### src/rtl/uart_rx_sampler.sv
// uart_rx_sampler: oversampling UART receiver with mid-bit start check, stop check and break hold-off
// Optional feature macro UART_RX_PARITY_EN adds a parity bit (ParityOdd in, ParityErr out).
// Ports: Clk, Rst_n (async, active-low) | Tick oversampling strobe | RxD serial line (idle high)
//        RxData last good byte | RxValid, FrameErr one-cycle pulses | Busy = not idle
module uart_rx_sampler #(
  parameter int DATA_BITS  = 8,
  parameter int OVERSAMPLE = 16
) (
  input  logic                 Clk,
  input  logic                 Rst_n,
  input  logic                 Tick,
  input  logic                 RxD,
`ifdef UART_RX_PARITY_EN
  input  logic                 ParityOdd,
  output logic                 ParityErr,
`endif
  output logic [DATA_BITS-1:0] RxData,
  output logic                 RxValid,
  output logic                 FrameErr,
  output logic                 Busy
);
  localparam int TW = $clog2(OVERSAMPLE);
  localparam logic [TW-1:0] HALF = TW'(OVERSAMPLE / 2 - 1);
  localparam logic [TW-1:0] LAST = TW'(OVERSAMPLE - 1);
  localparam logic [2:0] BLAST = 3'(DATA_BITS - 1);
  typedef enum logic [2:0] {
    IDLE  = 3'd0,
    START = 3'd1,
    DATA  = 3'd2,
`ifdef UART_RX_PARITY_EN
    PARITY = 3'd3,
`endif
    STOP  = 3'd4,
    BREAK = 3'd5
  } state_e;
  state_e state_q, state_d;
  logic meta_q, rx_s_q;
  logic [TW-1:0] tick_q, tick_d;
  logic [2:0] bit_q, bit_d;
  logic [DATA_BITS-1:0] shift_q, shift_d, data_q, data_d;
  logic valid_q, valid_d, ferr_q, ferr_d;
`ifdef UART_RX_PARITY_EN
  logic pbad_q, pbad_d, perr_q, perr_d;
`endif
  always_ff @(posedge Clk or negedge Rst_n)
    if (!Rst_n) begin
      {rx_s_q, meta_q} <= 2'b11;
      state_q <= IDLE;
      tick_q <= '0;
      bit_q <= '0;
      shift_q <= '0;
      data_q <= '0;
      valid_q <= 1'b0;
      ferr_q <= 1'b0;
`ifdef UART_RX_PARITY_EN
      pbad_q <= 1'b0;
      perr_q <= 1'b0;
`endif
    end else begin
      {rx_s_q, meta_q} <= {meta_q, RxD};
      state_q <= state_d;
      tick_q <= tick_d;
      bit_q <= bit_d;
      shift_q <= shift_d;
      data_q <= data_d;
      valid_q <= valid_d;
      ferr_q <= ferr_d;
`ifdef UART_RX_PARITY_EN
      pbad_q <= pbad_d;
      perr_q <= perr_d;
`endif
    end
  always_comb begin
    state_d = state_q;
    tick_d = tick_q;
    bit_d = bit_q;
    shift_d = shift_q;
    data_d = data_q;
    valid_d = 1'b0;
    ferr_d = 1'b0;
`ifdef UART_RX_PARITY_EN
    pbad_d = pbad_q;
    perr_d = 1'b0;
`endif
    case (state_q)
      IDLE: if (Tick && !rx_s_q) begin
        state_d = START;
        tick_d = '0;
      end
      // start bit must still be low half a bit later, otherwise it was a glitch
      START: if (Tick) begin
        tick_d = tick_q + 1'b1;
        if (tick_q == HALF) begin
          state_d = rx_s_q ? IDLE : DATA;
          tick_d = '0;
          bit_d = '0;
        end
      end
      DATA: if (Tick) begin
        tick_d = tick_q + 1'b1;
        if (tick_q == LAST) begin
          shift_d = {rx_s_q, shift_q[DATA_BITS-1:1]};
          tick_d = '0;
          bit_d = bit_q + 1'b1;
`ifdef UART_RX_PARITY_EN
          if (bit_q == BLAST) state_d = PARITY;
`else
          if (bit_q == BLAST) state_d = STOP;
`endif
        end
      end
`ifdef UART_RX_PARITY_EN
      PARITY: if (Tick) begin
        tick_d = tick_q + 1'b1;
        if (tick_q == LAST) begin
          pbad_d = (^shift_q ^ rx_s_q) != ParityOdd;
          tick_d = '0;
          state_d = STOP;
        end
      end
`endif
      // a low stop bit parks in BREAK so a held-low line cannot retrigger frames
      STOP: if (Tick) begin
        tick_d = tick_q + 1'b1;
        if (tick_q == LAST) begin
          tick_d = '0;
          state_d = rx_s_q ? IDLE : BREAK;
          valid_d = rx_s_q;
          ferr_d = !rx_s_q;
          data_d = rx_s_q ? shift_q : data_q;
`ifdef UART_RX_PARITY_EN
          perr_d = rx_s_q & pbad_q;
`endif
        end
      end
      BREAK: state_d = rx_s_q ? IDLE : BREAK;
      default: state_d = IDLE;
    endcase
  end
  assign RxData = data_q;
  assign RxValid = valid_q;
  assign FrameErr = ferr_q;
  assign Busy = state_q != IDLE;
`ifdef UART_RX_PARITY_EN
  assign ParityErr = perr_q;
`endif
endmodule

### config.mk
export PLATFORM = sky130hd
export DESIGN_NAME = uart_rx_sampler
export DESIGN_NICKNAME = d
export VERILOG_FILES = /design/src/rtl/uart_rx_sampler.sv
export SDC_FILE = /design/constraint.sdc
export NUM_CORES = 1
export LEC_CHECK = 0
export ABC_AREA = 1
export BUFFER_PORTS_ARGS = -buffer_cell sky130_fd_sc_hd__buf_2
export CORE_UTILIZATION = 60
export CTS_BUF_LIST = sky130_fd_sc_hd__clkbuf_8
export DETAILED_ROUTE_END_ITERATION = 10
export GPL_ROUTABILITY_DRIVEN = 0
export GPL_TIMING_DRIVEN = 0
export PLACE_DENSITY = 0.81
export SETUP_SLACK_MARGIN = 0.15
export SKIP_CTS_REPAIR_TIMING = 1
export SLEW_MARGIN = 20
export SYNTH_ARGS = -nofsm -noshare
export SYNTH_HDL_FRONTEND = slang
export SYNTH_SLANG_ARGS = --single-unit
### constraint.sdc
create_clock -name Clk -period 1.6 [get_ports Clk]
set_clock_uncertainty 0.05 [all_clocks]
set_input_delay 0.16 -clock Clk [delete_from_list [all_inputs] [get_ports Clk]]
set_output_delay 0.16 -clock Clk [all_outputs]
set_load 0.005 [all_outputs]
==> out/metrics.yaml <==
global_routing:
  grt_pass1_vias: 1071
  met3_usage_pct: 9.94
  top_usage_layer: "met2"
  antenna_found_initial: 0
  overflow: 0
  grt_first_pass_wirelength_um: 4720
  grt_max_degree: 31
  use_met2_pct: 40.9
  grtUsageMet1_pct: 29.7
  track_usage_pct: 25.4
worst_hold_path:
  hp-class: "input port to register"
  hp-start: "Tick"
  hold_path_depth: 4
  hold_path_end: "bit_q[2]"
die:
  die_y_um: 51.6
  num_rows: 17
  ioPinCount: 15
  die_w_um: 51.6
  core_sq_mm: 0.00228
  fp.dieArea_sq_mm: 0.00267
  start_util_pct: 65.0
routing:
  via_count: 1262
  wl_per_cell_um: 15.5
  first_pass_iters: 4
  dr.first_iter.drc_count: 51
  ant_nets: 0
  drt-vias-per-instance: 5.63
  drc: 0
  finalWirelength_um: 3460
setup_path:
  cp-start-kind: "register"
  crit_required_ns: 1.76
  reg2reg_from: "tick_q[1]"
  crit_buf_inv: 1
  path_delay_family: "simple AND/OR/NAND/NOR gates"
  critical_path.endpoint_type: "register"
  path_class: "register to register"
  critPathMaxFanout: 7
  crit_top_cell: "nand3_4"
  timing.rr.end: "RxData[3]"
  rr_worst_depth: 6
  cp_cell_sequence: "ha_4 > nand3_4 > nor2_8 > nand3_4 > clkbuf_16 > o21ai_2"
  cp_slowest_stage_delay_ns: 0.41
  critPathSlowestCell: "dfrtp_1"
  r2r_slack_ns: 0.05
  cp.arrival_ns: 1.71
run_status:
  status: "finished, final reports clean"
placement:
  pre_cts_ws_ns: -0.0150
  port-buffer-count: 14
  place_hpwl_um: 1930
  placed_cells: 205
timing:
  setup_slack_ns: 0.0477
  max_slew_margin_pct: 55.7
  worst_pin_slew_ns: 0.664
  finalCriticalPeriod_ns: 1.55
  max_freq_ghz: 0.644
  period_share_pct: 97.0
  slew_viol_final: 0
  rsz0062_at_grt: "yes"
  timing.final.hold_violations: 0
  finalSetupViolations: 0
clock_network:
  cts_tree: "done"
  cts_htree_levels: 2
  cts.sinks: 30
  path_clk_slew_ns: 0.08
  clockBufferDepth: 2
  cts_buffers: 5
  cts_root_buf: "clkbuf_8"
  clk-insertion-delay-late_ns: 0.29
logic_synthesis:
  yosysSeqAreaShare_pct: 50.9
  ys_types: 22
  yosysWarnings: 0
  synthCells: 163
  ys_ff_latch: 30
  syn-cell-area_sq_mm: 0.00148
  synth_nets: 170
  syn_area_per_cell_sq_um: 9.07
final_layout:
  multi_input_area_sq_um: 699
  nNetsFinal: 202
  area_growth_pct: 27.8
  regArea_sq_um: 757
  drive_gt1_share_pct: 39.8
  finalNonFillerCells: 224
  fillers: 122
  antennaDiodeCount: 0
power:
  power.leakage_nw: 0.985
  power_frac_seq_pct: 41.2
  pwr-share-clk_pct: 29.4
  p_per_area_mw_per_mm2: 1170
  p_comb_share_pct: 29.4
  p_sw_mw: 0.812
  internal_power_mw: 1.41
  ir_worst_vdd_mv: 0.930
  swShare_pct: 36.6
flow_run:
  cap_violations: 0
worst register-to-register path: cells and delay by family, from the launching register on:
kind / cells / cell delay (ns)
and+or+nand+nor: 3 / 0.48
DFF: 1 / 0.41
buffers and inverters: 1 / 0.20
adders and majority gates: 1 / 0.19
AOI/OAI and AO/OA: 1 / 0.15
metrics by stage:
step                      instance area, sq um  util [%]  hold slack (ns)  TNS (ns)  total power [mW]
after floorplan                           1480         -           -0.186         0              1.29
after global placement                    1580      69.6            0.167         0              1.40
after detailed placement                  1580      69.6            0.172   -0.0160              1.42
after CTS                                 1680      73.8           -0.129   -0.0490              2.06
after global routing                      1890      83.1            0.255         0              2.34
final                                     1890      83.1            0.243         0              2.22
cell usage in the layout (no fill, tap or decap), types with 6 or more instances in the layout:
master / count
nand3_1: 13
o21ai_2: 14
nor2_1: 7
o21ai_0: 7
clkbuf_8: 6
nand2_2: 11
nand2_1: 35
inv_1: 18
dfrtp_1: 25
buf_2: 14
power groups by stage:
stage          clock network, mW  registers, mW  logic (mW)
2_1_floorplan                  0          0.889       0.402
4_1_cts                    0.645          0.892       0.519
6_report                   0.652          0.914       0.652
5_1_grt                    0.693          0.917       0.733
3_5_place_dp                   0          0.907       0.513
3_3_place_gp                   0          0.900       0.499
flip-flops by register name (all words and copies together) (netlist names):
name      count
RxData        8
bit_q         3
FrameErr      1
state_q       3
rx_s_q        1
RxValid       1
meta_q        1
shift_q       8
tick_q        4
per-layer routing:
metal | vias up | routed length [um]
met2 | 59 | 1720
met1 | 607 | 1430
met3 | 10 | 199
met5 | - | 0
met4 | 0 | 109
li1 | 586 | -
cell families after synthesis:
| kind of cell | share of synthesized area (%) |
|---|---|
| fa+ha+maj | 2.54 |
| xor+xnor | 1.18 |
| buf+inv | 6.68 |
| compound gates | 12.9 |
| simple gates | 25.8 |
| flops | 50.9 |
synthesized netlist by cell type:
cell | number | area, sq um
nand2_1 | 48 | 180
a21oi_1 | 1 | 5.00
buf_6 | 2 | 22.5
nand3_2 | 1 | 10.0
a21o_1 | 1 | 7.51
nor2_2 | 2 | 12.5
nand3_1 | 14 | 70.1
o21ai_1 | 2 | 10.0
nand2_2 | 1 | 6.26
ha_1 | 3 | 37.5
nor4_1 | 1 | 6.26
nor2_1 | 8 | 30.0
inv_1 | 19 | 71.3
buf_2 | 1 | 5.00
nor2_8 | 1 | 20.0
dfrtp_1 | 28 | 701
o21ai_2 | 14 | 123
nand2_4 | 1 | 11.3
o21ai_0 | 9 | 45.0
xor2_1 | 2 | 17.5
nand3_4 | 2 | 35.0
dfstp_2 | 2 | 52.6
final cells by class:
class,instances,share of cell area (%)
clock inverter,2,0.662
multi-input combinational,111,37.0
tap,28,1.85
buffer,3,2.25
inverter,19,3.77
clock buffer,6,4.37
sequential,30,40.0
timing repair buffer,25,10.1
worst max path at each step:
stage / startpoint / slack [ns] / to / depth (start not counted)
detailed placement: tick_q[0] / -0.01 / RxData[5] / 7
floorplan: tick_q[0] / 0.17 / RxData[5] / 7
global placement: tick_q[0] / 0.06 / RxData[5] / 7
finish: tick_q[1] / 0.05 / RxData[3] / 6
global route: tick_q[1] / 0.004 / RxData[3] / 6
CTS: tick_q[0] / -0.03 / RxData[6] / 7
No activity file was read; power rests on OpenSTA's default activity.
